===== config.mk =====
export PLATFORM = sky130hd
export DESIGN_NAME = receiver
export DESIGN_NICKNAME = d
export VERILOG_FILES = /design/src/rtl/rx_pkg.sv /design/src/rtl/rx_integrate_dump.sv /design/src/rtl/receiver.sv
export SDC_FILE = /design/constraint.sdc
export NUM_CORES = 1
export LEC_CHECK = 0
export CAP_MARGIN = 20
export CORE_MARGIN = 3
export CORE_UTILIZATION = 30
export CTS_BUF_LIST = sky130_fd_sc_hd__clkbuf_8 sky130_fd_sc_hd__clkbuf_16
export DETAILED_ROUTE_END_ITERATION = 8
export PLACE_DENSITY = 0.5
export REMOVE_ABC_BUFFERS = 1
export SLEW_MARGIN = 20
export SYNTH_ARGS = -nofsm -noshare
export SYNTH_HDL_FRONTEND = slang
export SYNTH_SLANG_ARGS = --single-unit

===== constraint.sdc =====
create_clock -name clk -period 5.48 [get_ports clk]
set_input_delay 0.822 -clock clk [delete_from_list [all_inputs] [get_ports clk]]
set_output_delay 0.822 -clock clk [all_outputs]
set_load 0.01 [all_outputs]

===== src/rtl/rx_pkg.sv =====
// rx_pkg: shared symbol codes, default widths and saturating arithmetic
//   for the Fs/4 quadrature receiver.
//   SYM_M3/SYM_M1/SYM_P1/SYM_P3 : 2-bit symbol codes (-3,-1,+1,+3), same as transmitter
//   ACC_W_DEFAULT               : default accumulator width
//   IN_W                        : carrier sample width
//   sat_add / sat_neg           : saturating add (to w-bit signed) and negate
package rx_pkg;

    localparam int ACC_W_DEFAULT = 22;
    localparam int IN_W = 18;

    localparam logic [1:0] SYM_M3 = 2'b00;
    localparam logic [1:0] SYM_M1 = 2'b01;
    localparam logic [1:0] SYM_P1 = 2'b10;
    localparam logic [1:0] SYM_P3 = 2'b11;

    function automatic longint sat_add(input longint a, input longint b, input int w);
        longint hi, lo, s;
        hi = (longint'(1) <<< (w - 1)) - 1;
        lo = -hi - 1;
        s = a + b;
        return (s > hi) ? hi : (s < lo) ? lo : s;
    endfunction

    // The most negative sample has no positive twin; clip it to the max.
    function automatic logic signed [IN_W-1:0] sat_neg(input logic signed [IN_W-1:0] x);
        return (x == {1'b1, {(IN_W-1){1'b0}}}) ? {1'b0, {(IN_W-1){1'b1}}} : -x;
    endfunction

endpackage


===== src/rtl/rx_integrate_dump.sv =====
// rx_integrate_dump: per-rail integrate-and-dump matched filter with 4-level slicer.
//   Optional feature macro: RX_ERR_EN (adds the err output).
//   clk, reset_n      : clock, asynchronous active-low reset
//   sam_clk_ena       : accumulate enable
//   sym_clk_ena       : dump/slice strobe, honoured only with sam_clk_ena
//   mix               : mixed baseband sample for this rail
//   slice_thresh      : unsigned outer decision threshold T
//   sym_out           : registered symbol code
//   err (RX_ERR_EN)   : registered slicer error, sum minus ideal level
module rx_integrate_dump
    import rx_pkg::*;
#(
    parameter int ACC_W = ACC_W_DEFAULT
) (
    input  logic                   clk,
    input  logic                   reset_n,
    input  logic                   sam_clk_ena,
    input  logic                   sym_clk_ena,
    input  logic signed [IN_W-1:0] mix,
    input  logic [ACC_W-2:0]       slice_thresh,
    output logic [1:0]             sym_out
`ifdef RX_ERR_EN
    ,
    output logic signed [ACC_W:0]  err
`endif
);

    logic signed [ACC_W-1:0] acc, sum;
    logic signed [ACC_W:0]   s, t;
    logic [1:0]              code;

    assign sum  = ACC_W'(sat_add(longint'(acc), longint'(mix), ACC_W));
    // One extra bit so +T and -T are both representable next to the sum.
    assign s    = (ACC_W+1)'(sum);
    assign t    = {2'b00, slice_thresh};
    assign code = (s >= t) ? SYM_P3 : !s[ACC_W] ? SYM_P1 : (s >= -t) ? SYM_M1 : SYM_M3;

`ifdef RX_ERR_EN
    logic signed [ACC_W:0] t1, t3, ideal;
    assign t1    = t >>> 1;
    assign t3    = t + t1;
    assign ideal = (code == SYM_P3) ? t3 : (code == SYM_P1) ? t1 : (code == SYM_M1) ? -t1 : -t3;
`endif

    always_ff @(posedge clk or negedge reset_n) begin
        if (!reset_n) begin
            acc     <= '0;
            sym_out <= SYM_M3;
`ifdef RX_ERR_EN
            err     <= '0;
`endif
        end else if (sam_clk_ena) begin
            acc <= sym_clk_ena ? '0 : sum;
            if (sym_clk_ena) begin
                sym_out <= code;
`ifdef RX_ERR_EN
                err     <= s - ideal;
`endif
            end
        end
    end

endmodule


===== src/rtl/receiver.sv =====
// receiver: Fs/4 quadrature receiver - NCO sign-select mixer, integrate-and-dump, 4-level slicer.
//   Optional feature macro: RX_ERR_EN (adds err_i / err_q slicer error outputs).
//   clk, reset_n           : clock, asynchronous active-low reset
//   sam_clk_ena            : sample-rate enable
//   sym_clk_ena            : symbol-rate enable (needs sam_clk_ena in the same cycle)
//   rx_in                  : signed carrier sample
//   phase_offset           : NCO phase alignment added to the phase counter
//   slice_thresh           : unsigned outer decision threshold
//   syms_out_i, syms_out_q : sliced symbols
//   sym_valid              : one-cycle new-symbol strobe
//   err_i, err_q           : (RX_ERR_EN) slicer error per rail
module receiver
    import rx_pkg::*;
#(
    parameter int ACC_W = ACC_W_DEFAULT
) (
    input  logic                   clk,
    input  logic                   reset_n,
    input  logic                   sam_clk_ena,
    input  logic                   sym_clk_ena,
    input  logic signed [IN_W-1:0] rx_in,
    input  logic [1:0]             phase_offset,
    input  logic [ACC_W-2:0]       slice_thresh,
    output logic [1:0]             syms_out_i,
    output logic [1:0]             syms_out_q,
    output logic                   sym_valid
`ifdef RX_ERR_EN
    ,
    output logic signed [ACC_W:0]  err_i,
    output logic signed [ACC_W:0]  err_q
`endif
);

    logic [1:0]             cnt, p;
    logic signed [IN_W-1:0] mix_i, mix_q, sel;

    assign p   = cnt + phase_offset;
    // Phases 2 and 3 carry the negated carrier; odd phases feed I, even phases feed Q.
    assign sel = p[1] ? sat_neg(rx_in) : rx_in;

    always_ff @(posedge clk or negedge reset_n) begin
        if (!reset_n) begin
            cnt       <= '0;
            mix_i     <= '0;
            mix_q     <= '0;
            sym_valid <= 1'b0;
        end else begin
            cnt       <= cnt + 2'd1;
            sym_valid <= sam_clk_ena && sym_clk_ena;
            if (p[0]) mix_i <= sel;
            else      mix_q <= sel;
        end
    end

    rx_integrate_dump #(.ACC_W(ACC_W)) u_i (
        .clk          (clk),
        .reset_n      (reset_n),
        .sam_clk_ena  (sam_clk_ena),
        .sym_clk_ena  (sym_clk_ena),
        .mix          (mix_i),
        .slice_thresh (slice_thresh),
        .sym_out      (syms_out_i)
`ifdef RX_ERR_EN
        ,
        .err          (err_i)
`endif
    );

    rx_integrate_dump #(.ACC_W(ACC_W)) u_q (
        .clk          (clk),
        .reset_n      (reset_n),
        .sam_clk_ena  (sam_clk_ena),
        .sym_clk_ena  (sym_clk_ena),
        .mix          (mix_q),
        .slice_thresh (slice_thresh),
        .sym_out      (syms_out_q)
`ifdef RX_ERR_EN
        ,
        .err          (err_q)
`endif
    );

endmodule

==> run_results.csv, run 1 <==
group,metric,value,unit
global_routing,grt_pass1_vias,7260,
logic_synthesis,yosysTopAreaCellShare,25.35,%
timing,min_period,5.123,ns
logic_synthesis,ys_warn_count,0,
clock_network,cts_max_level,3,
placed_design,placed_cell_area,0.009463,sq mm
final_layout,fin_util,34.85,%
clock_network,numCtsBuffers,9,
logic_synthesis,synth_area_per_cell,8.709,sq um
logic_synthesis,yosysSeqAreaShare,25.35,%
global_routing,grt_pass1_wl,41530,microns
route,via_per_inst,5.299,
logic_synthesis,synthTopCellsByArea,"dfrtp_1, ha_1, xnor2_1",
final_layout,syn_to_final_growth,13.68,%
timing,tns,0,ns
global_routing,grt_usage,17.30,%
worst_setup_path,crit_cells,19,
timing,rsz0062_at_grt,"false",
worst_setup_path,criticalPathCategory,"reg -> reg",
route,drc,0,
floorplanning,dieArea,0.03069,sq mm
power_and_ir_drop,p_leak,0.004432,uW
power_and_ir_drop,ir_drop,0.1690,mV
timing,hold_viol_final,0,
clock_network,clk_latency,0.36,ns
clock_network,clk_pin_slew,0.07,ns
logic_synthesis,yosysMostFrequentCell,"ha_1",
power_and_ir_drop,p_per_area,616.3,mW/mm^2
logic_synthesis,ys_ff_latch,87,
worst_setup_path,critPathCaptureType,"flop",
worst_setup_path,worstPathArrival,5.37,ns
placed_design,hpwl,20880,microns
worst_setup_path,path_delay_family,"compound AO/OA/AOI/OAI gates",
timing,fmax,195.2,MHz
logic_synthesis,yosysTopAreaCell,"dfrtp_1",
route,drtAntennaViolNets,0,
route,dr.pass1.iters,5,
placed_design,place.gp.congestion,0.8864,
global_routing,gr-total-overflow,0,
worst_setup_path,cp-startpoint,"mix_q[0]$_DFFE_PN0N_",
final_layout,drive_above_1_share,6.323,%
placed_design,dp.cells,1390,
run_status,outcome,"finished, final reports clean",
worst_setup_path,cp_cell_sequence,"ha_1 -> fa_1 -> a211oi_1 -> o31ai_1 -> a311oi_2 -> nor4_1 -> a2111o_1 -> o31ai_2 -> buf_4 -> o21ai_0 -> ha_1 -> a21o_1 -> a21o_1 -> a221oi_1 -> o31a_1 -> o221ai_1 -> mux2i_1 -> nand3_1 -> o221a_2",
logic_synthesis,synth_commonest_cells,"ha_1, dfrtp_1, inv_1",
floorplanning,die_w,175.2,microns
final_layout,finalNonFillerCells,1407,
worst_setup_path,rrSetupSlack,0.36,ns
logic_synthesis,syn_inst,986,
worst_setup_path,r2r-start,"mix_q[0]$_DFFE_PN0N_",
logic_synthesis,synth_top_flop_cell,"dfrtp_1",
worst_setup_path,critical_path.startpoint_type,"flop",
final_layout,finish.instance_area,0.009762,sq mm
final_layout,fill_cells,2915,
worst_setup_path,critPathRequiredTime,5.73,ns
floorplanning,fp.coreArea,0.02801,sq mm
min_path,whs_path_depth,2,
worst_setup_path,r2r_end,"u_q.sym_out[0]$_DFFE_PN0P_",
worst_setup_path,worstSetupEndpoint,"u_q.sym_out[0]$_DFFE_PN0P_",
clock_network,clockBufferDepth,2,
clock_network,postCtsSetupBuffers,0,
floorplanning,die_h,175.2,microns
timing,relSlewSlack,36.12,%
timing,slew_viol_final,0,
min_path,hp-class,"reg -> reg",
timing,clock_skew,0.009612,ns
floorplanning,io_pins,50,
clock_network,cts_tree,"done",
route,post_drt_wl_per_cell,18.61,microns
route,vias,7456,
global_routing,antenna_found_initial,1,
worst_setup_path,max_stage_delay,0.48,ns
clock_network,cts_num_sinks,87,
timing,finalCritPeriodShare,93.48,%
worst_setup_path,worst-path-buf-inv,1,
global_routing,grt_max_degree,48,
run,maxCapViolCount,0,
final_layout,final_nets,1203,
logic_synthesis,syn_area,0.008587,sq mm
clock_network,holdBufCountCts,0,
clock_network,cts_root_buf,"clkbuf_16",
logic_synthesis,synthArstFlopShare,100.0,%
timing,tightest_slew,0.9514,ns
logic_synthesis,ys_types,73,
floorplanning,initial_core_util,30.66,%
logic_synthesis,synth-edff-count,0,
route,drtIter0Drc,538,
route,wirelength,26190,microns
timing,setup_viol_count_final,0,
worst_setup_path,slowest_stage,"a311oi_2",
floorplanning,rows,61,
worst_setup_path,reg2reg_depth,19,
placed_design,port_buffers,49,
worst_setup_path,crit_path_max_fanout,23,
clock_network,post_cts_resized,0,
==> stage by stage <==
| step | worst slack, ns | hold slack [ns] | power (uW) |
|---|---|---|---|
| after floorplan | 0.5969 | 0.4381 | 4153 |
| after global placement | 0.4071 | 0.4624 | 5276 |
| after detailed placement | 0.3963 | 0.4729 | 5328 |
| after CTS | 0.3422 | 0.4899 | 6013 |
| after global routing | 0.03616 | 0.5082 | 6691 |
| final | 0.3573 | 0.4819 | 6016 |
==> power by group <==
group	internal [uW]	leakage, uW	switching [uW]
Sequential	834	0.00106	139
Combinational	1820	0.00323	2580
Clock	332	0.000144	313
==> registers in the layout, indices dropped and copies added, names as in the netlist <==
name and count:
cnt 2, mix_i 18, mix_q 18, sym_valid 1, u_i.acc 22, u_i.sym_out 2
u_q.acc 22, u_q.sym_out 2
==> cells by family after synthesis <==
| group | after synthesis | synth area share, % |
|---|---|---|
| fa+ha+maj | 135 | 19.85 |
| simple gates | 243 | 13.59 |
| buf+inv | 107 | 5.304 |
| xor+xnor | 73 | 7.446 |
| flops | 87 | 25.35 |
| mux | 23 | 2.929 |
| compound gates | 318 | 25.53 |
==> placed cells by master (no fill, tap or decap), types with 4 or more instances in the layout <==
cell type / n
ha_1: 132
o31a_1: 5
a211oi_1: 12
a211o_1: 15
clkbuf_16: 9
clkdlybuf4s50_1: 48
o211ai_1: 11
nand2_1: 68
o21a_1: 11
a21oi_1: 64
buf_4: 15
mux2_2: 17
o221ai_1: 19
mux2i_1: 6
nand3_1: 19
o21ai_1: 21
o21ai_0: 54
and3_1: 8
nand2b_1: 10
xor2_1: 21
or2_2: 4
a31oi_1: 21
dfrtp_1: 87
o31ai_1: 5
inv_1: 69
o311ai_1: 5
nor3_1: 31
o21bai_1: 6
a21o_1: 30
nor2_1: 60
a221oi_1: 4
a221o_1: 6
nor4_1: 9
xnor2_1: 52
nand4_1: 15
==> routing by layer <==
metal	global-route usage [%]	part of all wire, %	vias to the layer above	wire length, microns
li1	-	-	3771	-
met1	25.91	52	3518	13610
met2	25.69	42	144	11010
met3	2.564	4.3	21	1132
met4	4.854	1.6	2	419
met5	0	0.065	-	17
==> final cells by class <==
cell class	count	area (sq um)	area share (%)
clock inverters	6	56.30	0.5768
well taps	378	473.0	4.845
flip-flops and latches	87	2177	22.30
diodes	1	2.502	0.02563
inverters	70	262.8	2.692
clock buffers	10	239.0	2.448
multi-input cells	792	5958	61.04
repair buffers	63	593.1	6.075
==> worst reg2reg max path, delay by kind of cell, from the launching register on <==
family                   cells  cell delay (ns)
multiplexers                 1             0.18
AND/OR/NAND/NOR              2             0.23
adder cells (fa/ha/maj)      3             1.02
flip-flops                   1             0.38
buffers and inverters        1             0.25
AO/OA/AOI/OAI               12             2.96
==> how the worst min path moves through the flow <==
stage | from | end | slack [ns]
4_1_cts | cnt[0]$_DFF_PN0_ | cnt[0]$_DFF_PN0_ | 0.49
6_report | u_i.sym_out[1]$_DFFE_PN0P_ | u_i.sym_out[1]$_DFFE_PN0P_ | 0.48
3_5_place_dp | u_q.sym_out[1]$_DFFE_PN0P_ | u_q.sym_out[1]$_DFFE_PN0P_ | 0.47
2_1_floorplan | cnt[0]$_DFF_PN0_ | cnt[0]$_DFF_PN0_ | 0.44
3_3_place_gp | u_i.sym_out[1]$_DFFE_PN0P_ | u_i.sym_out[1]$_DFFE_PN0P_ | 0.46
5_1_grt | u_i.acc[3]$_DFFE_PN0P_ | u_i.acc[3]$_DFFE_PN0P_ | 0.51
Power figures use the tool's default switching activity.
==> run 2: changes to the inputs <==
CORE_MARGIN = 5   (was 3)
==> run 2 against run 1 <==
Effect of this change:
- first-iteration DRC count down 13%
- combinational power barely moved
- total power down 0.23%
- via count fell by 0.78%
- final area grew 0.12%
- sequential power is essentially flat
- die area grew 4.6%
- largest power group unchanged
==> run_results.csv, run 2 (synthesis gave the netlist of run 1 again) <==
group,metric,value,unit
clock_network,cts_root_buf,"clkbuf_16",
power_and_ir_drop,ir_drop,0.2091,mV
timing,clock_skew,0.008382,ns
clock_network,cts_tree,"done",
min_path,hp-class,"reg -> reg",
worst_setup_path,critical_path.startpoint_type,"flop",
placed_design,place.gp.congestion,0.8717,
final_layout,drive_above_1_share,6.232,%
final_layout,final_nets,1202,
power_and_ir_drop,p_clk_share,10.7,%
power_and_ir_drop,pwr-share-comb,73.2,%
timing,tightest_slew,0.9566,ns
route,via_per_inst,5.243,
run,maxCapViolCount,0,
route,dr.pass1.iters,5,
final_layout,finalNonFillerCells,1411,
final_layout,fill_cells,2960,
global_routing,antenna_found_initial,3,
worst_setup_path,critPathCaptureType,"flop",
global_routing,grt_pass1_vias,7267,
final_layout,final_common_cell,"ha_1",
clock_network,clk_latency,0.36,ns
power_and_ir_drop,power.switching,3019,uW
timing,rsz0062_at_grt,"false",
route,drtAntennaViolNets,0,
power_and_ir_drop,seq_power_share,16.2,%
timing,tns,0,ns
placed_design,dp.cells,1395,
floorplanning,die_h,179.2,microns
floorplanning,dieArea,0.03211,sq mm
clock_network,clockBufferDepth,2,
global_routing,grt_max_degree,57,
worst_setup_path,critPathRequiredTime,5.73,ns
clock_network,numCtsBuffers,9,
final_layout,reg_top3,"u_i.acc (22), u_q.acc (22)",
timing,hold_slack,0.4754,ns
route,wirelength,25920,microns
clock_network,cts_num_sinks,87,
global_routing,grt_pass1_wl,41180,microns
global_routing,grt_usage,16.56,%
timing,fmax,195.4,MHz
floorplanning,initial_core_util,30.16,%
route,post_drt_wl_per_cell,18.37,microns
route,vias,7398,
power_and_ir_drop,p_leak,0.004432,uW
final_layout,antenna_cells,0,
timing,finalCritPeriodShare,93.37,%
placed_design,port_buffers,49,
route,drtIter0Drc,467,
worst_setup_path,crit_path_max_fanout,23,
worst_setup_path,worstPathArrival,5.36,ns
final_layout,final_cell_mix,"ha_1, dfrtp_1, inv_1",
timing,setup_viol_count_final,0,
global_routing,gr-total-overflow,0,
timing,min_period,5.117,ns
route,drc,0,
power_and_ir_drop,switching_share,50.30,%
run_status,outcome,"finished, final reports clean",
floorplanning,fp.coreArea,0.02847,sq mm
timing,hold_viol_final,0,
floorplanning,die_w,179.2,microns
timing,relSlewSlack,35.77,%
floorplanning,io_pins,50,
final_layout,syn_to_final_growth,13.81,%
placed_design,hpwl,20950,microns
power_and_ir_drop,p_int,2983,uW
timing,slew_viol_final,0,
clock_network,cts_max_level,3,
power_and_ir_drop,p_per_area,614.2,mW/mm^2
worst_setup_path,criticalPathCategory,"reg -> reg",
clock_network,clk_pin_slew,0.07,ns
floorplanning,rows,62,
run 2: changes by cell type in the layout (fill, tap and decap cells not counted), sizes merged:
cell and change:
inv -1, buf -1, diode -1, clkinv +2, clkinvlp -1
run 2: path summary, 6_finish.rpt:
check,slack (ns),depth (start not counted),to,from
setup / recovery,0.36,19,u_q.sym_out[0]$_DFFE_PN0P_,mix_q[0]$_DFFE_PN0N_
hold / removal,0.48,2,u_i.sym_out[1]$_DFFE_PN0P_,u_i.sym_out[1]$_DFFE_PN0P_
setup reg to reg,0.36,19,u_q.sym_out[0]$_DFFE_PN0P_,mix_q[0]$_DFFE_PN0N_
hold reg to reg,0.48,2,u_i.sym_out[1]$_DFFE_PN0P_,u_i.sym_out[1]$_DFFE_PN0P_
max in group asynchronous,3.99,2,mix_i[1]$_DFFE_PN0P_,reset_n
min in group asynchronous,0.55,1,u_q.acc[13]$_DFFE_PN0P_,reset_n
run 2: layout make-up:
type                    count  area (sq um)  share of cell area (%)
clock inverters             6         60.06                  0.6145
repair buffers             62         585.6                   5.992
well taps                 384         480.5                   4.916
flip-flops and latches     87          2177                   22.28
inverters                  70         262.8                   2.689
clock buffers              10         239.0                   2.445
multi-input cells         792          5968                   61.07
run 2: critical path: stages, from the launching register on:
cell,delay [ns]
dfrtp_1,0.38
ha_1,0.24
fa_1,0.44
a211oi_1,0.24
o31ai_1,0.18
a311oi_2,0.44
nor4_1,0.12
a2111o_1,0.43
o31ai_2,0.18
buf_4,0.25
o21ai_0,0.23
ha_1,0.37
a21o_1,0.18
a21o_1,0.17
a221oi_1,0.32
o31a_1,0.23
o221ai_1,0.14
mux2i_1,0.17
nand3_1,0.14
o221a_2,0.14
run 2: power by group through the flow:
stage | logic [uW] | clock network (uW) | registers [uW]
after floorplan | 3220 | 0 | 937
after global placement | 4310 | 0 | 978
after detailed placement | 4360 | 0 | 983
after CTS | 4390 | 666 | 972
after global routing | 4990 | 687 | 997
final | 4390 | 641 | 970
run 2: layer usage:
metal | part of all wire [%] | GRT usage [%] | vias to the layer above
li1 | - | - | 3767
met1 | 51 | 24.31 | 3443
met2 | 42 | 25.08 | 152
met3 | 4.7 | 3.058 | 30
met4 | 1.7 | 4.030 | 6
met5 | 0.14 | 0 | -
run 2: per-stage QoR:
step	total power [uW]	setup WS (ns)	util, %	cell area, sq um
after global routing	6669	0.04797	34.33	9773
after floorplan	4153	0.5969	-	8394
after global placement	5287	0.4140	33.24	9463
final	6003	0.3635	34.33	9773
after CTS	6032	0.2993	34.29	9762
after detailed placement	5346	0.3546	33.24	9463
run 2: timing repair:
action                     CTS  global route
setup endpoints to repair    0             1
setup buffers                0             0
resized for setup            0             2
hold buffers                 0             0
==> run 3: changes to the inputs <==
PLACE_DENSITY = default   (was 0.5)
==> run 3 against run 2 <==
Effect of this change:
- worst hold slack lost 0.077 ns
- total power shrank 0.73%
- first-iteration DRC count grew 21%
- sequential share of layout area grew 0.051 points
- final area shrank 0.23%
- fmax grew 0.93%
- clock skew grew 0.0012 ns
- setup slack gained 0.047 ns
- flip-flop and latch count is the same
==> run_results.csv, run 3 (synthesis gave the netlist of run 1 again) <==
group,metric,value,unit
clock_network,cts_tree,"done",
power_and_ir_drop,power.total,5959,uW
timing,slew_viol_final,0,
floorplanning,initial_core_util,30.16,%
worst_setup_path,r2r_end,"u_q.sym_out[0]$_DFFE_PN0P_",
route,drc,0,
final_layout,syn_to_final_growth,13.55,%
timing,tns,0,ns
floorplanning,die_w,179.2,microns
placed_design,port_buffers,49,
final_layout,antenna_cells,0,
timing,min_period,5.070,ns
worst_setup_path,cp-startpoint,"mix_q[0]$_DFFE_PN0N_",
clock_network,cts_num_sinks,87,
floorplanning,rows,62,
global_routing,grt_pass1_wl,40650,microns
timing,relSlewSlack,27.11,%
final_layout,final_cell_mix,"ha_1, dfrtp_1, inv_1",
timing,fmax,197.3,MHz
min_path,hp-class,"in -> async",
route,post_drt_wl_per_cell,17.69,microns
run,maxCapViolCount,0,
final_layout,final_common_cell,"ha_1",
worst_setup_path,worstSetupEndpoint,"u_q.sym_out[0]$_DFFE_PN0P_",
timing,tightest_slew,1.093,ns
timing,rsz0062_at_grt,"false",
placed_design,place.gp.congestion,0.8719,
global_routing,grt_max_degree,61,
worst_setup_path,crit_path_max_fanout,23,
worst_setup_path,critPathCaptureType,"flop",
worst_setup_path,cp_cell_sequence,"ha_1 -> fa_1 -> a211oi_1 -> o31ai_1 -> a311oi_2 -> nor4_1 -> a2111o_1 -> o31ai_2 -> buf_4 -> o21ai_0 -> ha_1 -> a21o_1 -> a21o_1 -> a221oi_1 -> o31a_1 -> o221ai_1 -> mux2i_1 -> nand3_1 -> o221a_2",
power_and_ir_drop,ir_drop,0.1964,mV
timing,clock_skew,0.009539,ns
run_status,outcome,"finished, final reports clean",
worst_setup_path,r2r-start,"mix_q[0]$_DFFE_PN0N_",
worst_setup_path,critPathRequiredTime,5.72,ns
global_routing,antenna_found_initial,1,
power_and_ir_drop,p_per_area,611.1,mW/mm^2
route,drtAntennaViolNets,0,
worst_setup_path,worstPathArrival,5.31,ns
route,drtIter0Drc,565,
placed_design,hpwl,19880,microns
final_layout,drive_above_1_share,5.957,%
power_and_ir_drop,p_leak,0.004422,uW
floorplanning,io_pins,50,
worst_setup_path,criticalPathCategory,"reg -> reg",
clock_network,clk_pin_slew,0.07,ns
clock_network,clockBufferDepth,2,
clock_network,clk_latency,0.35,ns
timing,hold_viol_final,0,
clock_network,cts_max_level,3,
clock_network,holdBufCountCts,0,
final_layout,reg_top3,"u_i.acc (22), u_q.acc (22)",
route,dr.pass1.iters,5,
worst_setup_path,critical_path.startpoint_type,"flop",
worst_setup_path,max_stage_delay,0.44,ns
worst_setup_path,slowest_stage,"a311oi_2",
route,wirelength,24910,microns
worst_setup_path,reg2reg_depth,19,
timing,finalCritPeriodShare,92.51,%
global_routing,grt_usage,16.10,%
global_routing,grt_pass1_vias,7438,
clock_network,cts_root_buf,"clkbuf_16",
clock_network,numCtsBuffers,9,
floorplanning,die_h,179.2,microns
route,vias,7502,
floorplanning,dieArea,0.03211,sq mm
global_routing,gr-total-overflow,0,
route,via_per_inst,5.328,
timing,setup_viol_count_final,0,
floorplanning,fp.coreArea,0.02847,sq mm
final_layout,final_nets,1200,
worst_setup_path,rrSetupSlack,0.41,ns
## run 3: changes by cell type in the layout (fill, tap and decap cells not counted), sizes merged
| cell | delta |
|---|---|
| buf | -2 |
| bufinv | +1 |
| clkbuf | -1 |
| clkinv | -1 |
## run 3: layout make-up
| class | count | area (sq um) |
|---|---|---|
| clock buffer | 9 | 225.2 |
| clock inverter | 6 | 76.32 |
| fill | 2949 | 18720 |
| inverter | 70 | 262.8 |
| multi-input combinational | 792 | 5958 |
| sequential | 87 | 2177 |
| tap | 384 | 480.5 |
| timing repair buffer | 60 | 570.5 |
## run 3: through the flow
| stage | util (%) | cells | hold slack (ns) | worst slack, ns | cell area, sq um |
|---|---|---|---|---|---|
| after CTS | 34.24 | 1408 | 0.4113 | 0.4450 | 9749 |
| after global routing | 34.25 | 1408 | 0.4271 | 0.01592 | 9751 |
| after detailed placement | 33.19 | 1393 | 0.4747 | 0.4806 | 9448 |
| after floorplan | - | 949 | 0.4381 | 0.5969 | 8394 |
| final | 34.25 | 1408 | 0.3985 | 0.4104 | 9751 |
| after global placement | 33.19 | 1393 | 0.4662 | 0.5167 | 9448 |
## run 3: metal layers
layer	wire length [microns]	share of wire, %	GRT usage [%]	vias to the layer above
met4	343	1.4	3.491	2
li1	-	-	-	3743
met2	10540	42	24.04	190
met5	11	0.044	0	-
met1	12800	51	24.23	3543
met3	1214	4.9	2.763	24
## run 3: critical path: cells and delay by family (launching register included)
family,cells,cell delay [ns]
AOI/OAI and AO/OA,12,2.90
adders and majority gates,3,1.03
buffers and inverters,1,0.26
DFF,1,0.38
muxes,1,0.17
and+or+nand+nor,2,0.21
## run 3: how the worst min path moves through the flow
stage / start / end / slack (ns) / cells past startpoint
finish: reset_n / u_q.acc[20]$_DFFE_PN0P_ / 0.40 / 1
global route: reset_n / u_q.acc[20]$_DFFE_PN0P_ / 0.43 / 1
CTS: reset_n / u_q.acc[20]$_DFFE_PN0P_ / 0.41 / 1
detailed placement: cnt[0]$_DFF_PN0_ / cnt[0]$_DFF_PN0_ / 0.47 / 1
global placement: cnt[0]$_DFF_PN0_ / cnt[0]$_DFF_PN0_ / 0.47 / 1
floorplan: cnt[0]$_DFF_PN0_ / cnt[0]$_DFF_PN0_ / 0.44 / 1
## run 3: power by group
group | switching (uW) | total, uW | internal [uW]
clock | 295 | 656 | 361
combinational | 2510 | 4330 | 1820
sequential | 138 | 972 | 834
total | 2940 | 5960 | 3010
## run 3: repair_timing
item	in CTS	in global routing
buffers inserted	0	0
endpoints found under the setup margin	0	2
gates resized for setup	0	2
